==> config.mk <==
export PLATFORM = sky130hd
export DESIGN_NAME = crc_stream_flat
export DESIGN_NICKNAME = d
export VERILOG_FILES = /design/src/rtl/sd_pkg.sv /design/src/rtl/crc_stream_if.sv /design/src/rtl/crc_lfsr_step.sv /design/src/rtl/crc_stream.sv /design/src/flat_wrapper.sv
export SDC_FILE = /design/constraint.sdc
export NUM_CORES = 1
export LEC_CHECK = 0
export BUFFER_PORTS_ARGS = -buffer_cell sky130_fd_sc_hd__clkbuf_2
export CORE_MARGIN = 5
export CORE_UTILIZATION = 45
export CTS_CLUSTER_SIZE = 14
export DETAILED_ROUTE_END_ITERATION = 6
export PLACE_DENSITY_LB_ADDON = 0.2
export SYNTH_ARGS = -nofsm -noshare
export SYNTH_HDL_FRONTEND = slang
export SYNTH_HIERARCHICAL = 1
export SYNTH_SLANG_ARGS = --single-unit
==> constraint.sdc <==
create_clock -name clk -period 1.3 [get_ports clk]
set_input_delay 0.26 -clock clk [delete_from_list [all_inputs] [get_ports clk]]
set_output_delay 0.26 -clock clk [all_outputs]
set_load 0.1 [all_outputs]
==> src/rtl/sd_pkg.sv <==
`default_nettype none
// ============================================================================
// Module      : sd_pkg
// Description : Shared constants for the SD/SPI link CRC engines.
//               CRC generator polynomials (implicit top term omitted), FSM
//               state encoding for crc_stream, and the SD data block size.
// Ports       : none (package)
// Revision    : 1.0 - initial release
// ============================================================================
package sd_pkg;

    // x^7 + x^3 + 1, used on SD command frames
    localparam logic [6:0]  CRC7_POLY  = 7'h09;
    // x^16 + x^12 + x^5 + 1 (CCITT), used on SD data blocks
    localparam logic [15:0] CRC16_POLY = 16'h1021;

    localparam int SD_BLOCK_BYTES = 512;

    // crc_stream FSM encoding
    typedef logic [1:0] state_t;
    localparam state_t ST_IDLE   = 2'd0;
    localparam state_t ST_ACCEPT = 2'd1;
    localparam state_t ST_SHIFT  = 2'd2;
    localparam state_t ST_DONE   = 2'd3;

endpackage : sd_pkg
`default_nettype wire

==> src/rtl/crc_stream_if.sv <==
`default_nettype none
// ============================================================================
// Module      : crc_stream_if
// Description : Control / word-stream / result bundle for crc_stream.
//               master : message source (drives start, clear, word stream)
//               slave  : CRC engine (drives ready, status and result)
// Ports       : none (signals listed below, grouped by modport)
//               start, clear, in_data[DATA_W], in_valid, in_last  -> engine
//               in_ready, busy, crc_out[CRC_W], crc_ok, done      <- engine
// Revision    : 1.0 - initial release
// ============================================================================
interface crc_stream_if #(
    parameter int DATA_W = 8,
    parameter int CRC_W  = 7
);

    logic              start;
    logic              clear;
    logic [DATA_W-1:0] in_data;
    logic              in_valid;
    logic              in_last;
    logic              in_ready;
    logic              busy;
    logic [CRC_W-1:0]  crc_out;
    logic              crc_ok;
    logic              done;

    modport master (
        output start, clear, in_data, in_valid, in_last,
        input  in_ready, busy, crc_out, crc_ok, done
    );

    modport slave (
        input  start, clear, in_data, in_valid, in_last,
        output in_ready, busy, crc_out, crc_ok, done
    );

endinterface : crc_stream_if
`default_nettype wire

==> src/rtl/crc_lfsr_step.sv <==
`default_nettype none
// ============================================================================
// Module      : crc_lfsr_step
// Description : Combinational single-bit CRC update (Galois form, MSB first).
//               Kept separate so parallel (multi-bit per cycle) variants can
//               chain several instances.
// Ports       : crc_i [CRC_W]  current CRC register
//               bit_i          next message bit
//               crc_o [CRC_W]  updated CRC register
// Revision    : 1.0 - initial release
// ============================================================================
module crc_lfsr_step
    import sd_pkg::*;
#(
    parameter int               CRC_W = 7,
    parameter logic [CRC_W-1:0] POLY  = CRC_W'(CRC7_POLY)
) (
    input  wire logic [CRC_W-1:0] crc_i,
    input  wire logic             bit_i,
    output logic      [CRC_W-1:0] crc_o
);

    logic w_fb;

    // Feedback is the bit leaving the register combined with the message bit
    assign w_fb  = crc_i[CRC_W-1] ^ bit_i;
    assign crc_o = {crc_i[CRC_W-2:0], 1'b0} ^ (w_fb ? POLY : {CRC_W{1'b0}});

endmodule : crc_lfsr_step
`default_nettype wire

==> src/rtl/crc_stream.sv <==
`default_nettype none
// ============================================================================
// Module      : crc_stream
// Description : Bit-serial streaming CRC engine. Words are accepted one at a
//               time through a ready/valid handshake and shifted MSB first,
//               one bit per clock. done pulses for one cycle once the word
//               flagged in_last has been shifted; crc_ok flags a zero residue
//               (message followed by its own CRC).
// Ports       : clk    system clock, rising edge
//               rst_n  asynchronous active-low reset
//               bus    crc_stream_if.slave (start/clear, word stream, result)
// Revision    : 1.0 - initial release
// ============================================================================
module crc_stream
    import sd_pkg::*;
#(
    parameter int               CRC_W  = 7,
    parameter logic [CRC_W-1:0] POLY   = CRC_W'(CRC7_POLY),
    parameter logic [CRC_W-1:0] INIT   = {CRC_W{1'b0}},
    parameter int               DATA_W = 8,
    // Derived; do not override
    parameter int               CNT_W  = (DATA_W > 1) ? $clog2(DATA_W) : 1
) (
    input  wire logic   clk,
    input  wire logic   rst_n,
    crc_stream_if.slave bus
);

    state_t            state_q, state_d;
    logic [CRC_W-1:0]  crc_q,   crc_d;
    logic [DATA_W-1:0] sh_q,    sh_d;
    logic [CNT_W-1:0]  cnt_q,   cnt_d;
    logic              last_q,  last_d;

    logic [CRC_W-1:0]  w_crc_next;

    crc_lfsr_step #(
        .CRC_W (CRC_W),
        .POLY  (POLY)
    ) u_step (
        .crc_i (crc_q),
        .bit_i (sh_q[DATA_W-1]),
        .crc_o (w_crc_next)
    );

    // ------------------------------------------------------------------
    // FSM: state register
    // ------------------------------------------------------------------
    always_ff @(posedge clk or negedge rst_n) begin
        if (!rst_n) begin
            state_q <= ST_IDLE;
        end else begin
            state_q <= state_d;
        end
    end

    // ------------------------------------------------------------------
    // FSM: next state. clear wins over everything; start is only looked
    // at in IDLE, so a start while busy or in DONE has no effect.
    // ------------------------------------------------------------------
    always_comb begin
        state_d = state_q;
        if (bus.clear) begin
            state_d = ST_IDLE;
        end else begin
            case (state_q)
                ST_IDLE:   if (bus.start)    state_d = ST_ACCEPT;
                ST_ACCEPT: if (bus.in_valid) state_d = ST_SHIFT;
                ST_SHIFT:  if (cnt_q == '0)  state_d = last_q ? ST_DONE : ST_ACCEPT;
                ST_DONE:                     state_d = ST_IDLE;
                default:                     state_d = ST_IDLE;
            endcase
        end
    end

    // ------------------------------------------------------------------
    // FSM: outputs (state-decoded only, so in_ready has no input path)
    // ------------------------------------------------------------------
    always_comb begin
        bus.in_ready = (state_q == ST_ACCEPT);
        bus.busy     = (state_q != ST_IDLE);
        bus.done     = (state_q == ST_DONE);
        bus.crc_ok   = (state_q == ST_DONE) && (crc_q == '0);
    end

    assign bus.crc_out = crc_q;

    // ------------------------------------------------------------------
    // Datapath: CRC register, shift register, bit counter, last flag
    // ------------------------------------------------------------------
    always_comb begin
        crc_d  = crc_q;
        sh_d   = sh_q;
        cnt_d  = cnt_q;
        last_d = last_q;
        if (bus.clear) begin
            crc_d  = INIT;
            sh_d   = '0;
            cnt_d  = '0;
            last_d = 1'b0;
        end else begin
            case (state_q)
                ST_IDLE: begin
                    // crc_out keeps the previous result until a new start
                    if (bus.start) crc_d = INIT;
                end
                ST_ACCEPT: begin
                    if (bus.in_valid) begin
                        sh_d   = bus.in_data;
                        last_d = bus.in_last;
                        cnt_d  = CNT_W'(DATA_W - 1);
                    end
                end
                ST_SHIFT: begin
                    crc_d = w_crc_next;
                    sh_d  = sh_q << 1;
                    if (cnt_q != '0) cnt_d = cnt_q - CNT_W'(1);
                end
                default: ;
            endcase
        end
    end

    always_ff @(posedge clk or negedge rst_n) begin
        if (!rst_n) begin
            crc_q  <= INIT;
            sh_q   <= '0;
            cnt_q  <= '0;
            last_q <= 1'b0;
        end else begin
            crc_q  <= crc_d;
            sh_q   <= sh_d;
            cnt_q  <= cnt_d;
            last_q <= last_d;
        end
    end

endmodule : crc_stream
`default_nettype wire

==> src/flat_wrapper.sv <==
// flat-port wrapper written by rule: the top's interface ports become plain ports
module crc_stream_flat import sd_pkg::*;
#(
    parameter int               CRC_W  = 7,
    parameter logic [CRC_W-1:0] POLY   = CRC_W'(CRC7_POLY),
    parameter logic [CRC_W-1:0] INIT   = {CRC_W{1'b0}},
    parameter int               DATA_W = 8,
                               
    parameter int               CNT_W  = (DATA_W > 1) ? $clog2(DATA_W) : 1
)
  (clk, rst_n, bus_start, bus_clear, bus_in_data, bus_in_valid, bus_in_last, bus_in_ready, bus_busy, bus_crc_out, bus_crc_ok, bus_done);
  crc_stream_if #(.DATA_W(DATA_W), .CRC_W(CRC_W)) bus_i ();
  input  wire logic clk;
  input  wire logic rst_n;
  input wire logic [$bits(bus_i.start)-1:0] bus_start;
  input wire logic [$bits(bus_i.clear)-1:0] bus_clear;
  input wire logic [$bits(bus_i.in_data)-1:0] bus_in_data;
  input wire logic [$bits(bus_i.in_valid)-1:0] bus_in_valid;
  input wire logic [$bits(bus_i.in_last)-1:0] bus_in_last;
  output wire logic [$bits(bus_i.in_ready)-1:0] bus_in_ready;
  output wire logic [$bits(bus_i.busy)-1:0] bus_busy;
  output wire logic [$bits(bus_i.crc_out)-1:0] bus_crc_out;
  output wire logic [$bits(bus_i.crc_ok)-1:0] bus_crc_ok;
  output wire logic [$bits(bus_i.done)-1:0] bus_done;
  assign bus_i.start = bus_start;
  assign bus_i.clear = bus_clear;
  assign bus_i.in_data = bus_in_data;
  assign bus_i.in_valid = bus_in_valid;
  assign bus_i.in_last = bus_in_last;
  assign bus_in_ready = bus_i.in_ready;
  assign bus_busy = bus_i.busy;
  assign bus_crc_out = bus_i.crc_out;
  assign bus_crc_ok = bus_i.crc_ok;
  assign bus_done = bus_i.done;
  crc_stream #(.CRC_W(CRC_W), .POLY(POLY), .INIT(INIT), .DATA_W(DATA_W), .CNT_W(CNT_W)) u_core (.clk(clk), .rst_n(rst_n), .bus(bus_i));
endmodule
==> results.py <==
metrics = {
    "clocking": {
        "insertion_delay_ns": 0.33,
        "cts_tree": "built",
        "cts_max_level": 1,
        "clockBufferDepth": 2,
        "clkSlewWorstSetupHoldPaths_ns": 0.12,
        "cts_inserted_buffers": 3,
        "root_buffer": "clkbuf_4",
        "cts_num_sinks": 21,
    },
    "synthesis": {
        "synth_compound_area_share_pct": 15.8,
        "synthAdderAreaFrac_pct": 2.15,
        "synth_edf_count": 0,
        "yosysMostFrequentCell": "dfrtp_1",
        "avgSynthCellArea_sq_um": 10.5,
        "synth.distinct_cells": 36,
        "synth_top_cell_by_area": "dfrtp_1",
        "synth_fp_nets": 127,
        "synthSimpleGateAreaFrac_pct": 18.9,
        "ys_seq_area_share_pct": 45.1,
        "synthCells": 111,
        "synthMuxAreaShare_pct": 6.01,
        "synthArstFlopShare_pct": 100,
        "synthXorXnorAreaFrac_pct": 2.79,
        "synth_flop_cell": "dfrtp_1",
        "yosysTopAreaCellShare_pct": 45.1,
        "yosys_warnings": 6,
        "synth_area_sq_um": 1170,
        "synth.area.top_cells": "dfrtp_1, mux2i_1, a22oi_1",
        "ys_seq_elements": 21,
        "synth_top_cells_by_count": "dfrtp_1, nand4_1, nor2_1",
        "synth_top_family_by_area": "simple AND/OR/NAND/NOR gates",
    },
    "min_path": {
        "min-delay-start": "bus_in_last",
        "hold_class": "in2reg",
        "holdPathStages": 3,
        "holdPathEnd": "u_core/last_q",
    },
    "pwr": {
        "power_density_nw_per_um2": 791,
        "ir_drop_mv": 1.06,
        "p_leak_nw": 0.854,
        "p_total_mw": 1.64,
    },
    "floorplan": {
        "die_w_um": 60.9,
        "dieHeight_um": 60.9,
        "rows": 18,
        "start_util_pct": 47.1,
        "die_area_sq_um": 3710,
        "coreArea_sq_um": 2480,
        "boundaryPins": 25,
    },
    "detailed_routing": {
        "wire_per_inst_um": 19.8,
        "firstDrtPassIters": 4,
        "ant_nets": 0,
        "drt_iter0_markers": 63,
        "top_layer": "met4",
        "wl_met1_um": 1540,
        "drc": 0,
        "avgViaCountPerCell": 5.87,
        "wl_met3_um": 131,
        "wl_um": 3760,
        "dr_wl_met2_um": 1990,
        "vias": 1115,
    },
    "setup_path": {
        "crit_path_end_kind": "output pin",
        "r2r_setup_slack_ns": -0.19,
        "rr_startpoint": "u_core/state_q[1]",
        "slowest_stage": "dfrtp_4",
        "critPathKind": "reg2out",
        "cp-start-kind": "flop",
        "path_cells": "nor4_2 > nand2_1 > nor4_4 > buf_12",
        "path_max_fanout": 2,
        "timing.rr.end": "u_core/sh_q[6]",
        "worstPathArrival_ns": 1.69,
        "crit_required_ns": 1.04,
        "slowest_delay_ns": 0.50,
        "rr_worst_depth": 6,
    },
    "place": {
        "post_dp_cell_area_sq_um": 1550,
        "place.gp.congestion": 0.746,
        "detailedPlace.worstSlack_ns": -0.292,
        "io_buffers": 24,
        "dp_hpwl_um": 1950,
    },
    "global_routing": {
        "grt_pass1_wl_um": 5020,
        "grt_overflow": 0,
        "first_global_vias": 1092,
        "grt_usage_pct": 18.9,
        "grt_max_degree": 22,
        "grt_antenna_before_repair": 0,
    },
    "timing": {
        "rsz0062_at_grt": "yes",
        "slew_headroom_pct": 65.1,
        "period_share_pct": 150,
        "timing.final.ws_setup_ns": -0.655,
        "period_minus_slack_ns": 1.95,
        "tightest_slew_ns": 0.524,
        "whs_ns": 0.176,
        "hold_viol_final": 0,
        "finClkSkew_ns": 0.00360,
        "setup_viol": 29,
        "slew_viol_final": 0,
        "fmax_mhz": 512,
    },
    "run": {
        "cap_violations": 0,
    },
    "cells_and_area": {
        "drive_above_1_share_pct": 67.5,
        "area_growth_pct": 77.6,
        "diodes": 0,
        "utilization_pct": 83.6,
        "fin_area_sq_um": 2070,
        "final_nets": 177,
    },
    "status": {
        "outcome": "complete, but fails checks",
        "violations": "negative setup slack",
    },
}
[power by group]
group	leakage, nW	switching [mW]	internal (mW)
logic	0.566	0.298	0.260
clock network	0.0177	0.230	0.116
registers	0.270	0.0408	0.694
total	0.854	0.569	1.07
[per-layer routing]
metal | global-route usage (%) | up-vias
met3 | 2.98 | 9
met2 | 30.5 | 30
li1 | - | 504
met4 | 13.0 | 0
met1 | 23.0 | 572
met5 | 0 | -
[cells by family after synthesis]
logic type | Yosys count
xor+xnor | 2
flops | 21
simple gates | 37
compound gates | 26
fa+ha+maj | 2
mux | 7
buf+inv | 16
[layout by cell type, fill, tap and decap left out, drive strengths merged, types with 2 or more instances in the layout]
cell type   n
a211oi      2
a21oi       6
a22oi       7
and2b       2
buf        42
clkbuf     16
clkinv      2
dfrtp      21
ha          2
inv         3
mux2i       7
nand2       5
nand2b      3
nand4       8
nor2        8
nor4        2
o31ai       7
or2         2
or2b        2
[repair_timing]
| item | in CTS | in global routing |
|---|---|---|
| buffers inserted | 6 | 12 |
| endpoints found under the hold margin | 21 | 0 |
| gates resized for setup | 51 | 23 |
| hold buffers | 1 | 0 |
| cloned | 0 | 2 |
| pin swaps | 13 | 17 |
| endpoints found under the setup margin | 29 | 32 |
[worst max-delay path by stage]
stage	from	to	slack, ns
3_3_place_gp	u_core/bus.crc_out[1]	bus_crc_ok	-0.31
5_1_grt	u_core/bus.crc_out[1]	bus_crc_ok	-0.75
4_1_cts	u_core/bus.crc_out[1]	bus_crc_ok	-0.67
6_report	u_core/bus.crc_out[1]	bus_crc_ok	-0.65
2_1_floorplan	u_core/bus.crc_out[1]	bus_crc_ok	-1.04
3_5_place_dp	u_core/bus.crc_out[1]	bus_crc_ok	-0.29
[layout make-up]
type	instances	area, sq um
Multi-Input combinational cell	75	825
Timing Repair Buffer	56	624
Sequential cell	21	542
Fill cell	134	407
Tap cell	30	37.5
Clock buffer	3	22.5
Inverter	4	15.0
Clock inverter	1	5.00
[per-stage QoR]
step	TNS, ns	cells
CTS	-3.51	179
global route	-5.31	190
detailed placement	-1.08	169
floorplan	-1.09	111
global placement	-0.591	169
finish	-4.14	190
[registers in the layout, indices dropped and copies added (netlist names)]
register,cells
u_core/cnt_q,3
u_core/state_q,2
u_core/last_q,1
u_core/bus.crc_out,7
u_core/sh_q,8
[worst max-delay path: cells and delay by family, from the launching register on]
family / cells / cell delay [ns]
simple gates: 3 / 0.66
buf+inv: 1 / 0.21
flops: 1 / 0.50
(Power assumes the default switching activity.)
